### src/rtl/pe_pkg.sv
// Shared types for the PE clock-gate controller: FSM state encoding.
package pe_pkg;

  localparam int unsigned CGS_W = 2;

  typedef enum logic [CGS_W-1:0] {
    ST_ACTIVE    = 2'd0,
    ST_IDLE_WAIT = 2'd1,
    ST_GATED     = 2'd2,
    ST_WAKE      = 2'd3
  } clk_gate_state_t;

endpackage

### src/rtl/pe_clk_gate_ctrl_if.sv
// Ifmap stream, MAC status inputs and gating/status outputs of the clock-gate controller.
interface pe_clk_gate_ctrl_if #(
  parameter int DATA_WIDTH = 16,
  parameter int STAT_WIDTH = 16
);
  import pe_pkg::*;

  logic                  ifmap_valid;
  logic [DATA_WIDTH-1:0] ifmap_data;
  logic                  ifmap_ready;
  logic                  mac_busy;
  logic                  psum_drain_req;
  logic                  force_on;
  logic                  stat_clr;
  logic                  gate_enable;
  logic                  zero_skip;
  logic [CGS_W-1:0]      gate_state;
  logic [STAT_WIDTH-1:0] gated_cycles;

  modport master (
    output ifmap_valid, ifmap_data, mac_busy, psum_drain_req, force_on, stat_clr,
    input  ifmap_ready, gate_enable, zero_skip, gate_state, gated_cycles
  );

  modport slave (
    input  ifmap_valid, ifmap_data, mac_busy, psum_drain_req, force_on, stat_clr,
    output ifmap_ready, gate_enable, zero_skip, gate_state, gated_cycles
  );

endinterface

### src/rtl/pe_clk_gate_ctrl_sat_counter.sv
// Saturating up-counter with synchronous clear taking priority over increment.
module sat_counter #(
  parameter int WIDTH = 16
) (
  input  logic             clk,
  input  logic             rst,
  input  logic             i_inc,
  input  logic             i_clr,
  output logic [WIDTH-1:0] o_count
);

  logic [WIDTH-1:0] r_count;

  always_ff @(posedge clk or posedge rst) begin
    if (rst) begin
      r_count <= '0;
    end else if (i_clr) begin
      r_count <= '0;
    end else if (i_inc && (r_count != '1)) begin
      r_count <= r_count + WIDTH'(1);
    end
  end

  assign o_count = r_count;

endmodule

### src/rtl/pe_clk_gate_ctrl.sv
// PE clock-enable controller: zero-skip on the ifmap stream, idle-timeout gating
// and fixed-delay wake-up, with a saturating gated-cycle statistic.
module pe_clk_gate_ctrl
  import pe_pkg::*;
#(
  parameter int DATA_WIDTH     = 16,
  parameter int IDLE_THRESHOLD = 4,
  parameter int WAKE_CYCLES    = 1,
  parameter int STAT_WIDTH     = 16
) (
  input  logic               clk,
  input  logic               rst,
  pe_clk_gate_ctrl_if.slave  io_if
);

  localparam logic [7:0] IDLE_LAST = 8'(IDLE_THRESHOLD - 1);
  localparam logic [3:0] WAKE_LAST = 4'(WAKE_CYCLES - 1);

  clk_gate_state_t       r_state, w_state_nxt;
  logic [7:0]            r_idle_cnt, w_idle_nxt;
  logic [3:0]            r_wake_cnt, w_wake_nxt;
  logic                  r_zero_skip;
  logic [DATA_WIDTH-1:0] w_data;
  logic                  w_is_zero;
  logic                  w_work;
  logic                  w_in_gated;
  logic [STAT_WIDTH-1:0] w_gated_cycles;

  assign w_data    = io_if.ifmap_data;
  assign w_is_zero = (w_data == '0);
  // Zero beats never count as work, so they are absorbed even while gated.
  assign w_work    = (io_if.ifmap_valid && !w_is_zero) || io_if.mac_busy ||
                     io_if.psum_drain_req || io_if.force_on;

  always_ff @(posedge clk or posedge rst) begin
    if (rst) begin
      r_state     <= ST_ACTIVE;
      r_idle_cnt  <= '0;
      r_wake_cnt  <= '0;
      r_zero_skip <= 1'b0;
    end else begin
      r_state     <= w_state_nxt;
      r_idle_cnt  <= w_idle_nxt;
      r_wake_cnt  <= w_wake_nxt;
      r_zero_skip <= io_if.ifmap_valid && w_is_zero;
    end
  end

  always_comb begin
    w_state_nxt = r_state;
    w_idle_nxt  = r_idle_cnt;
    w_wake_nxt  = r_wake_cnt;
    unique case (r_state)
      ST_ACTIVE: begin
        if (!w_work) begin
          w_idle_nxt  = 8'd1;
          w_state_nxt = (IDLE_THRESHOLD == 1) ? ST_GATED : ST_IDLE_WAIT;
        end
      end
      ST_IDLE_WAIT: begin
        if (w_work) begin
          w_state_nxt = ST_ACTIVE;
          w_idle_nxt  = '0;
        end else if (r_idle_cnt == IDLE_LAST) begin
          w_state_nxt = ST_GATED;
        end else begin
          w_idle_nxt  = r_idle_cnt + 8'd1;
        end
      end
      ST_GATED: begin
        if (w_work) begin
          w_state_nxt = ST_WAKE;
          w_wake_nxt  = '0;
        end
      end
      ST_WAKE: begin
        w_wake_nxt = r_wake_cnt + 4'd1;
        if (r_wake_cnt == WAKE_LAST) begin
          w_state_nxt = ST_ACTIVE;
        end
      end
      default: w_state_nxt = ST_ACTIVE;
    endcase
  end

  assign w_in_gated = (r_state == ST_GATED);

  sat_counter #(.WIDTH(STAT_WIDTH)) u_gated_stat (
    .clk     (clk),
    .rst     (rst),
    .i_inc   (w_in_gated),
    .i_clr   (io_if.stat_clr),
    .o_count (w_gated_cycles)
  );

  // Decoded from the state register only, so it is stable while the gating latch is open.
  assign io_if.gate_enable  = !w_in_gated;
  assign io_if.ifmap_ready  = w_is_zero || (r_state == ST_ACTIVE) || (r_state == ST_IDLE_WAIT);
  assign io_if.zero_skip    = r_zero_skip;
  assign io_if.gate_state   = r_state;
  assign io_if.gated_cycles = w_gated_cycles;

endmodule

### src/flat_wrapper.sv
// flat-port wrapper written by rule: the top's interface ports become plain ports
module pe_clk_gate_ctrl_flat import pe_pkg::*;
#(
  parameter int DATA_WIDTH     = 16,
  parameter int IDLE_THRESHOLD = 4,
  parameter int WAKE_CYCLES    = 1,
  parameter int STAT_WIDTH     = 16
)
  (clk, rst, io_if_ifmap_valid, io_if_ifmap_data, io_if_mac_busy, io_if_psum_drain_req, io_if_force_on, io_if_stat_clr, io_if_ifmap_ready, io_if_gate_enable, io_if_zero_skip, io_if_gate_state, io_if_gated_cycles);
  pe_clk_gate_ctrl_if #(.DATA_WIDTH(DATA_WIDTH), .STAT_WIDTH(STAT_WIDTH)) io_if_i ();
  input  logic clk;
  input  logic rst;
  input wire logic [$bits(io_if_i.ifmap_valid)-1:0] io_if_ifmap_valid;
  input wire logic [$bits(io_if_i.ifmap_data)-1:0] io_if_ifmap_data;
  input wire logic [$bits(io_if_i.mac_busy)-1:0] io_if_mac_busy;
  input wire logic [$bits(io_if_i.psum_drain_req)-1:0] io_if_psum_drain_req;
  input wire logic [$bits(io_if_i.force_on)-1:0] io_if_force_on;
  input wire logic [$bits(io_if_i.stat_clr)-1:0] io_if_stat_clr;
  output wire logic [$bits(io_if_i.ifmap_ready)-1:0] io_if_ifmap_ready;
  output wire logic [$bits(io_if_i.gate_enable)-1:0] io_if_gate_enable;
  output wire logic [$bits(io_if_i.zero_skip)-1:0] io_if_zero_skip;
  output wire logic [$bits(io_if_i.gate_state)-1:0] io_if_gate_state;
  output wire logic [$bits(io_if_i.gated_cycles)-1:0] io_if_gated_cycles;
  assign io_if_i.ifmap_valid = io_if_ifmap_valid;
  assign io_if_i.ifmap_data = io_if_ifmap_data;
  assign io_if_i.mac_busy = io_if_mac_busy;
  assign io_if_i.psum_drain_req = io_if_psum_drain_req;
  assign io_if_i.force_on = io_if_force_on;
  assign io_if_i.stat_clr = io_if_stat_clr;
  assign io_if_ifmap_ready = io_if_i.ifmap_ready;
  assign io_if_gate_enable = io_if_i.gate_enable;
  assign io_if_zero_skip = io_if_i.zero_skip;
  assign io_if_gate_state = io_if_i.gate_state;
  assign io_if_gated_cycles = io_if_i.gated_cycles;
  pe_clk_gate_ctrl #(.DATA_WIDTH(DATA_WIDTH), .IDLE_THRESHOLD(IDLE_THRESHOLD), .WAKE_CYCLES(WAKE_CYCLES), .STAT_WIDTH(STAT_WIDTH)) u_core (.clk(clk), .rst(rst), .io_if(io_if_i));
endmodule
### config.mk
export PLATFORM = sky130hd
export DESIGN_NAME = pe_clk_gate_ctrl_flat
export DESIGN_NICKNAME = d
export VERILOG_FILES = /design/src/rtl/pe_pkg.sv /design/src/rtl/pe_clk_gate_ctrl_if.sv /design/src/rtl/pe_clk_gate_ctrl_sat_counter.sv /design/src/rtl/pe_clk_gate_ctrl.sv /design/src/flat_wrapper.sv
export SDC_FILE = /design/constraint.sdc
export NUM_CORES = 1
export LEC_CHECK = 0
export ABC_AREA = 0
export CAP_MARGIN = 25
export CORE_MARGIN = 3
export CORE_UTILIZATION = 54
export DETAILED_ROUTE_END_ITERATION = 8
export GPL_TIMING_DRIVEN = 0
export HOLD_SLACK_MARGIN = 0.15
export PLACE_DENSITY_LB_ADDON = 0.1
export SYNTH_ARGS = -nofsm -noshare
export SYNTH_HDL_FRONTEND = slang
export SYNTH_SLANG_ARGS = --single-unit
### constraint.sdc
create_clock -name clk -period 2.9 [get_ports clk]
set_clock_uncertainty 0.2 [all_clocks]
set_input_delay 0.725 -clock clk [delete_from_list [all_inputs] [get_ports clk]]
set_output_delay 0.725 -clock clk [all_outputs]
set_load 0.02 [all_outputs]
==> impl_metrics.yaml, run 1 <==
routing:
  initial_detailed_routing_violation_count: 197
  detailedRoute.firstPassIterationCount: 4
  ant_nets: 0
  wl_per_cell_um: 16.8
  wirelength_um: 4760
  remaining_drc_errors: 0
  avgViaCountPerCell: 6.27
  dr_total_vias: 1774
layout:
  post-route-util: 0.785
  layout_cells_sized_above_1: 0.138
  nNetsFinal: 265
  area_growth_syn_to_layout_pct: 33.0
  diodes: 0
critical_path:
  worstPathMaxFanout: 2
  critPathLaunchType: "input port"
  crit_slowest_cell: "clkdlybuf4s50_1"
  critical_path.endpoint_type: "output pin"
  rrSetupSlack_ps: 800
  rr_endpoint: "u_core.r_idle_cnt[1]$_DFFE_PP0P_"
  crit_chain: "clkdlybuf4s50_1 -> nor4_2 -> nand4_1 -> nand2_1 -> buf_2"
  timing.reg2reg.worst_path_depth: 4
  slowest_delay_ps: 410
  timing.setup.critical_path_class: "input port to output pin"
  worst_ep_arrival_time_ps: 1900
  worst_ep_required_time_ps: 1980
  worstReg2RegStart: "u_core.r_idle_cnt[0]$_DFFE_PP0P_"
synthesis:
  synth_seq_area_share: 0.414
  number_of_flops_mapped_to_enable_cells_by_yosys: 0
  synth_area_per_cell_um2: 10.1
  post_synth_instance_area_um2: 1870
  yosysWarnings: 0
  synth_ff_type: "dfrtp_1"
  synth_most_common_cell: "dfrtp_1"
  synth.area.top_cells: "dfrtp_1 41%, nor4_2 3.3%, or3_1 3.3%, a21oi_1 2.9%, nand2_1 2.8%"
  post-synth-top-area-fraction: 0.414
  synth.top_cells.by_count: "31 x dfrtp_1, 14 x nand2_1, 11 x a21oi_1, 11 x inv_1, 10 x or3_1"
  asyncSetResetFlopFracSynth: 1.00
  postSynthCellCount: 186
  ys_ff_latch: 31
  synth_fp_nets: 213
  cell_type_contributing_the_most_total_cell_area_after_synthesis: "dfrtp_1"
  post_synth_num_cell_types: 56
placement:
  pre_cts_ws_ps: -430
  buffer_ports.inserted: 42
  gp_congestion: 0.787
  place.detailed.hpwl_um: 3620
min_path:
  holdPathEnd: "u_core.u_gated_stat.o_count[15]$_DFFE_PP0P_"
  instance_count_along_the_most_critical_hold_path: 1
  min-delay-start: "u_core.u_gated_stat.o_count[15]$_DFFE_PP0P_"
  min_path_type: "flop to flop"
floorplan:
  die-area_um2: 4210
  die_h_um: 64.9
  initial_core_util: 0.590
  dieWidth_um: 64.9
  design.portCount: 44
  row_count: 20
  floorplan.core_area_um2: 3180
sta:
  min_period_ps: 2830
  rsz0062_at_grt: "no"
  post_layout_worst_setup_margin_ps: 71.8
  report.final.slew_viol_count: 0
  slew_headroom: 0.530
  peak_clock_frequency_supported_by_timing_mhz: 354
  fin_crit_sh: 0.975
  final_hold_viol_count: 0
  timing.hold.ws_ps: 343
  worst_slew_pin_slew_ps: 704
  report.final.setup_viol: 0
clocking:
  tritoncts.num_buffers: 5
  postCtsHoldBufs: 0
  clock_tree_from_tritoncts: "done"
  cts.htree.levels: 2
  clk_transition_reported_paths_ps: 110
  cts.path.max_buffers: 2
  clock_tree.root_cell: "clkbuf_4"
  clk-insertion-delay-late_ps: 340
  clkSinkCount: 31
grt:
  number_of_global_route_vias_before_repair: 1772
  globalRouteTotalUtil: 0.256
  global_route_wire_length_before_repair_um: 8320
  maximum_number_of_pins_on_one_net_before_global_route_repair: 17
  antenna_found_initial: 0
  grt_overflow_total: 0
job:
  timing.max_cap.violations: 0
power_and_ir_drop:
  totalPowerFinal_mw: 1.39
  powerDensity_nw_per_um2: 557
  leakagePower_nw: 1.03
  vdd_drop_max_uv: 474
run_status:
  outcome: "completed"
[flip-flops by register name (all words and copies together), names as in the netlist, named ones only]
| name | cells |
|---|---|
| u_core.r_idle_cnt | 8 |
| u_core.io_if.zero_skip | 1 |
| u_core.u_gated_stat.o_count | 16 |
| u_core.io_if.gate_state | 1 |
| u_core.r_wake_cnt | 4 |
[how the worst max path moves through the flow]
stage | startpoint | end | slack (ps) | depth (start not counted)
global route | io_if_ifmap_data[6] | io_if_ifmap_ready | 6 | 5
finish | io_if_ifmap_data[9] | io_if_ifmap_ready | 70 | 5
global placement | io_if_ifmap_data[1] | io_if_ifmap_ready | -400 | 5
CTS | u_core.io_if.gate_state[0]$_DFFE_PP0P_ | io_if_gate_enable | 60 | 4
detailed placement | io_if_ifmap_data[1] | io_if_ifmap_ready | -430 | 5
floorplan | io_if_ifmap_data[10] | io_if_ifmap_ready | 620 | 3
[where the power goes]
part	total, mW	switching, mW	internal (mW)	leakage, nW
Combinational	0.504	0.286	0.218	0.550
Clock	0.363	0.159	0.204	0.0482
Sequential	0.522	0.0472	0.474	0.430
Total	1.39	0.493	0.896	1.03
[logic make-up after synthesis]
logic type / after synthesis / share of synthesized area
adders and majority gates: 4 / 0.0267
xor gates and xnor gates: 4 / 0.0187
DFF: 31 / 0.414
buffers and inverters: 18 / 0.0414
and+or+nand+nor: 71 / 0.260
muxes: 6 / 0.0340
AOI/OAI and AO/OA: 52 / 0.206
[per-stage QoR]
step	TNS (ps)	instance area, um^2	instances
after floorplan	0	1870	186
after global placement	-398	2350	272
after detailed placement	-430	2380	273
after CTS	0	2470	283
after global routing	0	2490	283
final	0	2490	283
[layout make-up]
class | instances | area, um^2
Clock buffer | 6 | 51.3
Fill cell | 212 | 684
Tap cell | 44 | 55.1
Clock inverter | 2 | 35.0
Inverter | 11 | 41.3
Sequential cell | 31 | 776
Multi-Input combinational cell | 137 | 1040
Buffer | 7 | 36.3
Timing Repair Buffer | 45 | 460
[placed cells by master (no fill, tap or decap), drive strengths merged, types with 3 or more instances in the layout]
cell and count:
or3 10, a22o 4, ha 4, nor2 10, nand3 4, a32o 5
o21ai 13, clkbuf 9, a21oi 11, o41ai 4, buf 8, o311ai 3
clkdlybuf4s50 40, nor4 6, inv 11, and3 4, dfrtp 31, mux2 3
mux2i 3, nand2 14, nand4 10
[per-layer routing]
metal	vias to the layer above	part of all wire	track usage	wire length, um
li1	832	-	-	-
met3	15	0.043	0.0659	203
met2	47	0.55	0.467	2630
met4	0	0.026	0.103	122
met1	880	0.38	0.280	1800
met5	-	0	0	0
[worst max-delay path, delay by kind of cell]
kind	cells	cell delay [ps]
simple gates	3	590
buf+inv	2	580
[timing repair]
item / in CTS / in global routing
resized for setup: 4 / 3
pin swaps: 2 / 0
endpoints found under the setup margin: 1 / 2
setup buffers: 2 / 0
No activity file was read; power rests on OpenSTA's default activity.
==> run 2: changes to the inputs <==
Settings changed: ABC_AREA 0 to default.
==> results of run 2 <==
Same layout as run 1: the final DEF is identical, and so are final timing and power.
==> run 3: changes to the inputs <==
Settings changed: TNS_END_PERCENT from default to 20.
==> results of run 3 <==
Same layout as run 1: the final DEF is identical, and so are final timing and power.
